--- src/rtl/bus_term_port_if.sv ---
// Host/bus signal bundle for one bus terminal port.
// The slave modport is the port itself; the master modport is the host and bus side.
interface bus_term_port_if #(
  parameter int pckg_sz = 16,
  parameter int depth   = 8
);
  localparam int cw = $clog2(depth + 1);

  logic               tx_wr;
  logic [pckg_sz-1:0] tx_data;
  logic               tx_full;
  logic [cw-1:0]      tx_count;
  logic               tx_ovf;
  logic               pndng;
  logic [pckg_sz-1:0] D_pop;
  logic               pop;
  logic               push;
  logic [pckg_sz-1:0] D_push;
  logic               rx_vld;
  logic [pckg_sz-1:0] rx_data;
  logic               rx_rd;
  logic [7:0]         rx_ovf_cnt;
  logic [7:0]         rx_mis_cnt;

  modport slave (
    input  tx_wr, tx_data, pop, push, D_push, rx_rd,
    output tx_full, tx_count, tx_ovf, pndng, D_pop,
           rx_vld, rx_data, rx_ovf_cnt, rx_mis_cnt
  );

  modport master (
    output tx_wr, tx_data, pop, push, D_push, rx_rd,
    input  tx_full, tx_count, tx_ovf, pndng, D_pop,
           rx_vld, rx_data, rx_ovf_cnt, rx_mis_cnt
  );
endinterface

--- src/rtl/bus_term_port.sv ---
// Bus terminal port: TX FIFO from host to bus, and an address-filtered RX FIFO from bus to host.
// Full/empty come from occupancy counts; heads are first-word fall-through and read 0 when empty.
module bus_term_port #(
  parameter int         pckg_sz   = 16,
  parameter int         depth     = 8,
  parameter logic [7:0] id        = 8'h00,
  parameter logic [7:0] broadcast = {8{1'b1}}
) (
  input  logic            clk,
  input  logic            reset,
  bus_term_port_if.slave  bus
);
  localparam int aw = $clog2(depth);
  localparam int cw = $clog2(depth + 1);

  logic [pckg_sz-1:0] tx_mem_r [depth];
  logic [aw-1:0]      tx_wr_ptr_r;
  logic [aw-1:0]      tx_rd_ptr_r;
  logic [cw-1:0]      tx_cnt_r;
  logic               tx_ovf_r;

  logic [pckg_sz-1:0] rx_mem_r [depth];
  logic [aw-1:0]      rx_wr_ptr_r;
  logic [aw-1:0]      rx_rd_ptr_r;
  logic [cw-1:0]      rx_cnt_r;
  logic [7:0]         rx_ovf_cnt_r;
  logic [7:0]         rx_mis_cnt_r;

  logic               tx_full_s, tx_nempty_s, tx_wr_ok_s, tx_pop_ok_s;
  logic               rx_full_s, rx_nempty_s, rx_hit_s, rx_wr_ok_s, rx_rd_ok_s;
  logic [7:0]         rx_dest_s;
  logic [pckg_sz-1:0] tx_head_s, rx_head_s;

  // Flag decode and handshake qualification, all from registered occupancy
  always_comb begin
    tx_full_s   = (tx_cnt_r == cw'(depth));
    tx_nempty_s = (tx_cnt_r != {cw{1'b0}});
    rx_full_s   = (rx_cnt_r == cw'(depth));
    rx_nempty_s = (rx_cnt_r != {cw{1'b0}});
    tx_wr_ok_s  = bus.tx_wr && !tx_full_s;
    tx_pop_ok_s = bus.pop && tx_nempty_s;
    rx_dest_s   = bus.D_push[pckg_sz-1 -: 8];
    rx_hit_s    = (rx_dest_s == id) || (rx_dest_s == broadcast);
    rx_wr_ok_s  = bus.push && rx_hit_s && !rx_full_s;
    rx_rd_ok_s  = bus.rx_rd && rx_nempty_s;
    if (tx_nempty_s) begin
      tx_head_s = tx_mem_r[tx_rd_ptr_r];
    end else begin
      tx_head_s = {pckg_sz{1'b0}};
    end
    if (rx_nempty_s) begin
      rx_head_s = rx_mem_r[rx_rd_ptr_r];
    end else begin
      rx_head_s = {pckg_sz{1'b0}};
    end
  end

  // TX FIFO storage, pointers, occupancy and sticky overflow
  always_ff @(posedge clk or negedge reset) begin
    if (!reset) begin
      for (int i = 0; i < depth; i++) tx_mem_r[i] <= {pckg_sz{1'b0}};
      tx_wr_ptr_r <= {aw{1'b0}};
      tx_rd_ptr_r <= {aw{1'b0}};
      tx_cnt_r    <= {cw{1'b0}};
      tx_ovf_r    <= 1'b0;
    end else begin
      if (tx_wr_ok_s) begin
        tx_mem_r[tx_wr_ptr_r] <= bus.tx_data;
        tx_wr_ptr_r           <= tx_wr_ptr_r + aw'(1);
      end
      if (tx_pop_ok_s) begin
        tx_rd_ptr_r <= tx_rd_ptr_r + aw'(1);
      end
      case ({tx_wr_ok_s, tx_pop_ok_s})
        2'b10:   tx_cnt_r <= tx_cnt_r + cw'(1);
        2'b01:   tx_cnt_r <= tx_cnt_r - cw'(1);
        default: tx_cnt_r <= tx_cnt_r;
      endcase
      if (bus.tx_wr && tx_full_s) begin
        tx_ovf_r <= 1'b1;
      end
    end
  end

  // RX FIFO storage, pointers, occupancy and saturating drop counters
  always_ff @(posedge clk or negedge reset) begin
    if (!reset) begin
      for (int i = 0; i < depth; i++) rx_mem_r[i] <= {pckg_sz{1'b0}};
      rx_wr_ptr_r  <= {aw{1'b0}};
      rx_rd_ptr_r  <= {aw{1'b0}};
      rx_cnt_r     <= {cw{1'b0}};
      rx_ovf_cnt_r <= 8'd0;
      rx_mis_cnt_r <= 8'd0;
    end else begin
      if (rx_wr_ok_s) begin
        rx_mem_r[rx_wr_ptr_r] <= bus.D_push;
        rx_wr_ptr_r           <= rx_wr_ptr_r + aw'(1);
      end
      if (rx_rd_ok_s) begin
        rx_rd_ptr_r <= rx_rd_ptr_r + aw'(1);
      end
      case ({rx_wr_ok_s, rx_rd_ok_s})
        2'b10:   rx_cnt_r <= rx_cnt_r + cw'(1);
        2'b01:   rx_cnt_r <= rx_cnt_r - cw'(1);
        default: rx_cnt_r <= rx_cnt_r;
      endcase
      if (bus.push && rx_hit_s && rx_full_s && (rx_ovf_cnt_r != 8'hFF)) begin
        rx_ovf_cnt_r <= rx_ovf_cnt_r + 8'd1;
      end
      if (bus.push && !rx_hit_s && (rx_mis_cnt_r != 8'hFF)) begin
        rx_mis_cnt_r <= rx_mis_cnt_r + 8'd1;
      end
    end
  end

  assign bus.tx_full    = tx_full_s;
  assign bus.tx_count   = tx_cnt_r;
  assign bus.tx_ovf     = tx_ovf_r;
  assign bus.pndng      = tx_nempty_s;
  assign bus.D_pop      = tx_head_s;
  assign bus.rx_vld     = rx_nempty_s;
  assign bus.rx_data    = rx_head_s;
  assign bus.rx_ovf_cnt = rx_ovf_cnt_r;
  assign bus.rx_mis_cnt = rx_mis_cnt_r;
endmodule

--- src/flat_wrapper.sv ---
// flat-port wrapper written by rule: the top's interface ports become plain ports
module bus_term_port_flat 
#(
  parameter int         pckg_sz   = 16,
  parameter int         depth     = 8,
  parameter logic [7:0] id        = 8'h00,
  parameter logic [7:0] broadcast = {8{1'b1}}
)
  (clk, reset, bus_tx_wr, bus_tx_data, bus_pop, bus_push, bus_D_push, bus_rx_rd, bus_tx_full, bus_tx_count, bus_tx_ovf, bus_pndng, bus_D_pop, bus_rx_vld, bus_rx_data, bus_rx_ovf_cnt, bus_rx_mis_cnt);
  bus_term_port_if #(.pckg_sz(pckg_sz), .depth(depth)) bus_i ();
  input  logic clk;
  input  logic reset;
  input wire logic [$bits(bus_i.tx_wr)-1:0] bus_tx_wr;
  input wire logic [$bits(bus_i.tx_data)-1:0] bus_tx_data;
  input wire logic [$bits(bus_i.pop)-1:0] bus_pop;
  input wire logic [$bits(bus_i.push)-1:0] bus_push;
  input wire logic [$bits(bus_i.D_push)-1:0] bus_D_push;
  input wire logic [$bits(bus_i.rx_rd)-1:0] bus_rx_rd;
  output wire logic [$bits(bus_i.tx_full)-1:0] bus_tx_full;
  output wire logic [$bits(bus_i.tx_count)-1:0] bus_tx_count;
  output wire logic [$bits(bus_i.tx_ovf)-1:0] bus_tx_ovf;
  output wire logic [$bits(bus_i.pndng)-1:0] bus_pndng;
  output wire logic [$bits(bus_i.D_pop)-1:0] bus_D_pop;
  output wire logic [$bits(bus_i.rx_vld)-1:0] bus_rx_vld;
  output wire logic [$bits(bus_i.rx_data)-1:0] bus_rx_data;
  output wire logic [$bits(bus_i.rx_ovf_cnt)-1:0] bus_rx_ovf_cnt;
  output wire logic [$bits(bus_i.rx_mis_cnt)-1:0] bus_rx_mis_cnt;
  assign bus_i.tx_wr = bus_tx_wr;
  assign bus_i.tx_data = bus_tx_data;
  assign bus_i.pop = bus_pop;
  assign bus_i.push = bus_push;
  assign bus_i.D_push = bus_D_push;
  assign bus_i.rx_rd = bus_rx_rd;
  assign bus_tx_full = bus_i.tx_full;
  assign bus_tx_count = bus_i.tx_count;
  assign bus_tx_ovf = bus_i.tx_ovf;
  assign bus_pndng = bus_i.pndng;
  assign bus_D_pop = bus_i.D_pop;
  assign bus_rx_vld = bus_i.rx_vld;
  assign bus_rx_data = bus_i.rx_data;
  assign bus_rx_ovf_cnt = bus_i.rx_ovf_cnt;
  assign bus_rx_mis_cnt = bus_i.rx_mis_cnt;
  bus_term_port #(.pckg_sz(pckg_sz), .depth(depth), .id(id), .broadcast(broadcast)) u_core (.clk(clk), .reset(reset), .bus(bus_i));
endmodule
--- config.mk ---
export PLATFORM = sky130hd
export DESIGN_NAME = bus_term_port_flat
export DESIGN_NICKNAME = d
export VERILOG_FILES = /design/src/rtl/bus_term_port_if.sv /design/src/rtl/bus_term_port.sv /design/src/flat_wrapper.sv
export SDC_FILE = /design/constraint.sdc
export NUM_CORES = 1
export LEC_CHECK = 0
export ABC_CLOCK_PERIOD_IN_PS = 3190
export BUFFER_PORTS_ARGS = -buffer_cell sky130_fd_sc_hd__buf_4
export CAP_MARGIN = 20
export CORE_ASPECT_RATIO = 1.5
export CORE_MARGIN = 5
export CORE_UTILIZATION = 60
export CTS_BUF_LIST = sky130_fd_sc_hd__clkbuf_2 sky130_fd_sc_hd__clkbuf_4 sky130_fd_sc_hd__clkbuf_8
export DETAILED_ROUTE_END_ITERATION = 10
export PLACE_DENSITY_LB_ADDON = 0.3
export SETUP_SLACK_MARGIN = 0.15
export SLEW_MARGIN = 20
export SYNTH_ARGS = -nofsm -noshare
export SYNTH_HDL_FRONTEND = slang
export SYNTH_SLANG_ARGS = --single-unit
--- constraint.sdc ---
create_clock -name clk -period 3.19 [get_ports clk]
set_input_delay 0.319 -clock clk [delete_from_list [all_inputs] [get_ports clk]]
set_output_delay 0.319 -clock clk [all_outputs]
set_load 0.02 [all_outputs]
### Word-level counts from Yosys, hierarchy flattened

Cells that the tools add are included.

| word-level totals | value |
|---|---|
| register bits after elaboration | 293 |
| logic and storage cells | 91 |

| operators by class | value |
|---|---|
| add/subtract/negate cells | 10 |
| magnitude comparators | 6 |
| equality and inequality tests | 9 |
| muxes and demuxes | 16 |
| bitwise gates (word level) | 4 |
| reduce and logical (&&, ||, !) cells | 21 |

Operators with widths:

| operator | count |
|---|---|
| 128-bit bitwise mux | 2 |
| 16-bit two-way mux | 8 |
| 16-bit binary-select mux with 3-bit select | 2 |
| 16-bit demux with 3-bit select | 2 |
| 8-bit by 1-bit adder with 8-bit output, second input constant | 2 |
| 4-bit >= comparator, second input constant | 4 |
| 8-bit != test, second input constant | 2 |
| 3-bit inverter with 4-bit output | 4 |
| 4-bit case mux with 2 select lines | 2 |
| 3-bit by 1-bit adder with 3-bit output, second input constant | 4 |
| 1-bit logical AND | 12 |
| 4-bit by 1-bit adder with 4-bit output, second input constant | 2 |
| 4-bit == test, second input constant | 2 |
| 8-bit == test, second input constant | 1 |
| 8-bit zero test | 1 |
| 4-bit by 1-bit less-than comparator with 1-bit output, second input constant | 2 |
| 4-bit nonzero test | 2 |
| 4-bit by 1-bit subtractor with 4-bit output, second input constant | 2 |
| 2-bit by 1-bit == test with 1-bit output, second input constant | 2 |
| 2-bit == test, second input constant | 2 |
| 2-bit nonzero test | 2 |
| 1-bit zero test | 3 |
| 1-bit logical OR | 1 |

### Longest topological paths before layout

| depth | value |
|---|---|
| word-level depth | 6 |
| gate-level depth with buffers | 12 |
| gate-level depth less buffers | 11 |

### Worst setup path after synthesis

OpenSTA, ideal clock, no wires.

| timing | value |
|---|---|
| path kind | reg-to-reg |
| from | register u_core.tx_cnt_r[2], in the netlist u_core.bus.tx_count[2] |
| to | register u_core.tx_cnt_r[3], in the netlist u_core.bus.tx_count[3] |
| arrival time | 2550 ps |
| required time | 3055 ps |
| setup slack | 505 ps |
| cell stages (with the launch flop) | 12 |
| buffers on the path | 1 |
| period minus slack after synthesis | 2685 ps |
| cell sequence | dfrtp_1 nor4_4 inv_2 and2_1 clkbuf_1 ha_1 ha_1 a21o_1 a21oi_1 xnor2_1 nor2_1 xor2_1 |

| between the ends | value |
|---|---|
| elaborated cells on any way between the ends | 11 |

RTL lines:

| item | line | RTL |
|---|---|---|
| start, declared | bus_term_port.sv:19 | `logic [cw-1:0] tx_cnt_r;` |
| start signal, assigned | bus_term_port.sv:64 | `tx_cnt_r <= {cw{1'b0}};` |
| start signal, assigned | bus_term_port.sv:75 | `2'b10: tx_cnt_r <= tx_cnt_r + cw'(1);` |
| start signal, assigned | bus_term_port.sv:76 | `2'b01: tx_cnt_r <= tx_cnt_r - cw'(1);` |
| 4-bit nonzero test * | bus_term_port.sv:37 | `tx_nempty_s = (tx_cnt_r != {cw{1'b0}});` |
| via bus_pndng | flat_wrapper.sv:22 | `output wire logic [$bits(bus_i.pndng)-1:0] bus_pndng;` |
| 1-bit logical AND * | bus_term_port.sv:41 | `tx_pop_ok_s = bus.pop && tx_nempty_s;` |
| via u_core.tx_pop_ok_s | bus_term_port.sv:29 | `logic tx_full_s, tx_nempty_s, tx_wr_ok_s, tx_pop_ok_s;` |
| 2-bit by 1-bit == test with 1-bit output / 2-bit == test (equally long branches) | bus_term_port.sv:74 | `case ({tx_wr_ok_s, tx_pop_ok_s})` |
| 4-bit case mux with 2 select lines / 2-bit nonzero test (equally long branches) | -- |  |

The timed path passes the listed nets; every way through them passes the cells marked *.
A chain may end at the register's enable or synchronous reset.

### Final worst setup path

| timing | value |
|---|---|
| from | register u_core.rx_rd_ptr_r[1] |
| to | output bus_rx_data[11] |

| between the ends | value |
|---|---|
| cells in the longest elaborated chain, start to end | 5 |

RTL lines:

| item | line | RTL |
|---|---|---|
| start, declared | bus_term_port.sv:24 | `logic [aw-1:0] rx_rd_ptr_r;` |
| start signal, assigned | bus_term_port.sv:90 | `rx_rd_ptr_r <= {aw{1'b0}};` |
| start signal, assigned | bus_term_port.sv:100 | `rx_rd_ptr_r <= rx_rd_ptr_r + aw'(1);` |
| 3-bit inverter with 4-bit output (implied by the code) | bus_term_port.sv:52 | `rx_head_s = rx_mem_r[rx_rd_ptr_r];` |
| 16-bit binary-select mux with 3-bit select | bus_term_port.sv:52 |  |
| 16-bit two-way mux (implied by the code) (2 in a row) | bus_term_port.sv:52 |  |
| 16-bit two-way mux | bus_term_port.sv:51 | `if (rx_nempty_s) begin` |
| end, declared | flat_wrapper.sv:25 | `output wire logic [$bits(bus_i.rx_data)-1:0] bus_rx_data;` |

No other way between the ends. The select of a mux whose other input is x is not followed.

==> impl_results.rst <==
.. list-table::
   :header-rows: 1

   * - Metric
     - Value
   * - Lkg Pwr
     - 7.802 nW
   * - Dpl ws
     - 0.2853 ns
   * - CTS root buf
     - sky130_fd_sc_hd__clkbuf_8
   * - Final number of hold-violating endpoints
     - 0
   * - Largest fanout on the critical path
     - 18
   * - Post-synth EDFFs
     - 0
   * - Clock buffer count from CTS
     - 46
   * - Mean number of vias per cell
     - 5.856
   * - Netlist Area Pre-Place
     - 0.01372 mm2
   * - Placement Rows
     - 67
   * - Setup repair after global routing missed its margin
     - no
   * - Number of top-level pins
     - 94
   * - Area growth from synthesis to layout
     - 14.40%
   * - Number of nets in the layout
     - 1125
   * - Number of distinct standard cells referenced by the synthesized netlist
     - 54
   * - Worst-case register-to-register setup slack
     - 0.68 ns
   * - Final critical-path required period
     - 2.834 ns
   * - Count of max-cap constraint violations
     - 0
   * - Placer congestion estimate
     - 0.7624
   * - Worst setup skew after layout
     - 0.01724 ns
   * - Critical Setup Path Class
     - reg -> out
   * - Reg-to-reg startpoint
     - u_core.rx_cnt_r[0]
   * - Clk Latency, worst-skew pair
     - 0.54 ns
   * - Total of endpoints with negative setup slack in the final report
     - 0
   * - TritonCTS clock tree
     - built
   * - Largest area contributor in the netlist
     - sky130_fd_sc_hd__dfrtp_1
   * - Total power after layout
     - 13.87 mW
   * - DIE HEIGHT
     - 195.2 um
   * - Top cells by area in the synthesized netlist
     - sky130_fd_sc_hd__dfrtp_1 (53%), sky130_fd_sc_hd__mux2_2 (14%), sky130_fd_sc_hd__mux4_2 (11%), sky130_fd_sc_hd__nand2_1 (3.5%), sky130_fd_sc_hd__mux2_4 (2.8%)
   * - H-tree Lvls
     - 2
   * - Capturing point of the worst reg2reg path
     - u_core.rx_mem_r[105]
   * - Die X-Extent
     - 133.5 um
   * - Seq cells post-synth
     - 293
   * - Normalized max-slew margin
     - 43.12%
   * - Instance count along the most critical hold path
     - 2
   * - Total detailed-routing wirelength
     - 28510 um
   * - Initial Utilization
     - 61.08%
   * - Hold wc startpoint
     - bus_D_push[13]
   * - Area enclosed by the die boundary
     - 0.02606 mm2
   * - DPL Wire Length
     - 18710 um
   * - Worst-margin pin slew
     - 0.8532 ns
   * - Detailed-routing wirelength on met1
     - 11260 um
   * - Core box area
     - 0.02247 mm2
   * - Met3 wire length
     - 1094 um
   * - Critical Path End Type
     - output pin
   * - Global-route usage over all layers
     - 22.62%
   * - Number of vias in the routed layout
     - 8105
   * - Wire length on met2
     - 15560 um
   * - First-pass GRT wire length
     - 47060 um
   * - Number of global-route vias before repair
     - 8920
   * - DRC
     - 0
   * - Final period util
     - 88.85%
   * - Maximum buffer depth of the clock tree
     - 3
   * - Number of antenna violations at the first check in global routing
     - 0
   * - Endpoint, Worst Hold
     - u_core.rx_mem_r[61]
   * - Proportion of register bits with asynchronous set or reset after synthesis
     - 100.0%
   * - Net count after synthesis
     - 1014
   * - Min-delay worst type
     - in -> reg
   * - Layout cells sized above 1
     - 43.95%
   * - Number of inserted filler cells in the final layout
     - 1545
   * - Count of antenna-violating nets left after detailed routing
     - 0
   * - Clock slew seen by the registers of the worst setup and hold paths
     - 0.06 ns
   * - Run status
     - finished clean
   * - Largest net degree at the start of global routing
     - 89
   * - Area share of the largest cell type after synthesis
     - 53.43%
   * - Total iterations of the first detailed-routing run
     - 4
   * - Per-instance average area after synthesis
     - 14.25 um2
   * - Highest Signal Layer
     - met4
   * - Worst path setup slack after routing
     - 0.3557 ns
   * - Number of clock sinks
     - 293
   * - Cell count after synthesis
     - 963
   * - Residual overflow from global routing
     - 0
   * - Most instantiated flip-flop cell in the synthesis netlist
     - sky130_fd_sc_hd__dfrtp_1
   * - Setup TNS
     - 0 ns
   * - Total power per unit cell area
     - 883.2 mW/mm2
   * - Detail-routed net length per standard cell
     - 20.60 um
   * - Required time of the worst setup path
     - 2.87 ns
   * - 1st-iter DRT viols
     - 387
   * - Final antenna diode count
     - 0
   * - CP startpoint kind
     - register
   * - Final-report max-slew violation count
     - 0
   * - Share of synthesized area occupied by flip-flops and latches
     - 53.43%
   * - Final instance area
     - 0.01570 mm2
   * - I/O Buffers
     - 93
   * - Achievable frequency
     - 0.3528 GHz
   * - Count of yosys warnings during synthesis
     - 0
   * - Maximum vdd drop
     - 0.7036 mV
   * - Path depth of the worst reg2reg path
     - 5
   * - Dpl cell area
     - 0.01462 mm2
   * - Arrival time at the worst endpoint
     - 2.52 ns
## cell usage after synthesis (10+ instances only)
cell type / count
sky130_fd_sc_hd__ha_1: 12
sky130_fd_sc_hd__nor2_1: 44
sky130_fd_sc_hd__mux4_2: 64
sky130_fd_sc_hd__mux2_4: 26
sky130_fd_sc_hd__dfrtp_1: 293
sky130_fd_sc_hd__xnor2_1: 10
sky130_fd_sc_hd__mux2_2: 171
sky130_fd_sc_hd__buf_2: 18
sky130_fd_sc_hd__mux2_1: 12
sky130_fd_sc_hd__buf_6: 16
sky130_fd_sc_hd__xor2_1: 16
sky130_fd_sc_hd__mux2i_1: 33
sky130_fd_sc_hd__nand2_1: 128
sky130_fd_sc_hd__clkbuf_1: 19
## per-layer routing
metal | global-route usage [%] | up-vias
met5 | 0 | -
met4 | 6.443 | 0
met3 | 3.630 | 40
met2 | 41.48 | 175
met1 | 27.61 | 4223
li1 | - | 3667
## layout make-up
| class | instances | area, um2 | area share [%] |
|---|---|---|---|
| Inverter | 10 | 40.04 | 0.2550 |
| Tap cell | 276 | 345.3 | 2.200 |
| Multi-Input combinational cell | 601 | 5982 | 38.10 |
| Timing Repair Buffer | 122 | 1006 | 6.408 |
| Sequential cell | 293 | 7335 | 46.72 |
| Clock inverter | 6 | 57.56 | 0.3666 |
| Clock buffer | 76 | 933.4 | 5.946 |
## cell families (layout without fill, tap and decap cells)
kind of cell,after synthesis,in the layout,share of synthesized area (%)
muxes,306,306,30.77
DFF,293,293,53.43
and+or+nand+nor,233,233,8.625
buffers and inverters,69,214,3.027
xor gates and xnor gates,26,26,1.659
AOI/OAI and AO/OA,23,23,1.249
adders and majority gates,13,13,1.240
## per-stage QoR
step / hold WS (ns) / util (%) / std cells
CTS: 0.0009731 / 69.85 / 1384
floorplan: 0.02341 / - / 963
finish: 0.04362 / 69.88 / 1384
detailed placement: 0.3754 / 65.08 / 1294
global placement: 0.3739 / 65.08 / 1294
global route: 0.01419 / 69.88 / 1384
## placed cells by master (no fill, tap or decap), types with 4 or more instances in the layout
master                          count
sky130_fd_sc_hd__mux4_2            64
sky130_fd_sc_hd__xor2_1            16
sky130_fd_sc_hd__or2_1              6
sky130_fd_sc_hd__nand4_1            8
sky130_fd_sc_hd__dlygate4sd3_1      8
sky130_fd_sc_hd__clkinv_2           4
sky130_fd_sc_hd__nand2_1          128
sky130_fd_sc_hd__inv_1              8
sky130_fd_sc_hd__nor2_1            44
sky130_fd_sc_hd__ha_1              12
sky130_fd_sc_hd__mux2_4            26
sky130_fd_sc_hd__clkbuf_8          58
sky130_fd_sc_hd__mux2i_1           33
sky130_fd_sc_hd__mux2_2           171
sky130_fd_sc_hd__mux2_1            12
sky130_fd_sc_hd__clkbuf_4          18
sky130_fd_sc_hd__dfrtp_1          291
sky130_fd_sc_hd__a21oi_1            7
sky130_fd_sc_hd__o211ai_2           4
sky130_fd_sc_hd__nand3_1            6
sky130_fd_sc_hd__xnor2_1           10
sky130_fd_sc_hd__buf_12             5
sky130_fd_sc_hd__buf_4            108
## worst max-delay path by stage
stage                                start                      to  slack, ns
finish               u_core.rx_rd_ptr_r[1]         bus_rx_data[11]       0.36
global route         u_core.rx_rd_ptr_r[1]         bus_rx_data[11]       0.16
CTS                         bus_D_push[12]      u_core.rx_cnt_r[2]       0.28
detailed placement          bus_D_push[13]      u_core.rx_cnt_r[2]       0.29
global placement            bus_D_push[13]      u_core.rx_cnt_r[2]       0.32
floorplan           u_core.bus.tx_count[2]  u_core.bus.tx_count[3]       0.50
## timing repair
item	in CTS	in global routing
resized for setup	0	1
hold buffers	8	0
endpoints found under the setup margin	0	1
setup buffers	0	0
endpoints found under the hold margin	90	0
## power breakdown
group | leakage [nW] | switching (mW) | internal (mW) | total [mW]
sequential | 3.78 | 0.864 | 4.74 | 5.60
clock | 0.530 | 1.41 | 1.92 | 3.33
combinational | 3.49 | 2.19 | 2.74 | 4.93
total | 7.80 | 4.47 | 9.40 | 13.9
## registers in the layout (all words and copies together) (netlist names)
signal,count
u_core.bus.rx_mis_cnt,8
u_core.bus.rx_ovf_cnt,8
u_core.bus.tx_count,4
u_core.bus.tx_ovf,1
u_core.rx_cnt_r,4
u_core.rx_mem_r,128
u_core.rx_rd_ptr_r,3
u_core.rx_wr_ptr_r,3
u_core.tx_mem_r,128
u_core.tx_rd_ptr_r,3
u_core.tx_wr_ptr_r,3
## critical path, stage by stage, from the launching register on
cell and delay, ns:
sky130_fd_sc_hd__dfrtp_1 0.90, sky130_fd_sc_hd__buf_4 0.35, sky130_fd_sc_hd__mux4_2 0.32, sky130_fd_sc_hd__mux2i_1 0.18, sky130_fd_sc_hd__nor2_1 0.06, sky130_fd_sc_hd__buf_4 0.16
No activity file was read; power rests on OpenSTA's default activity.
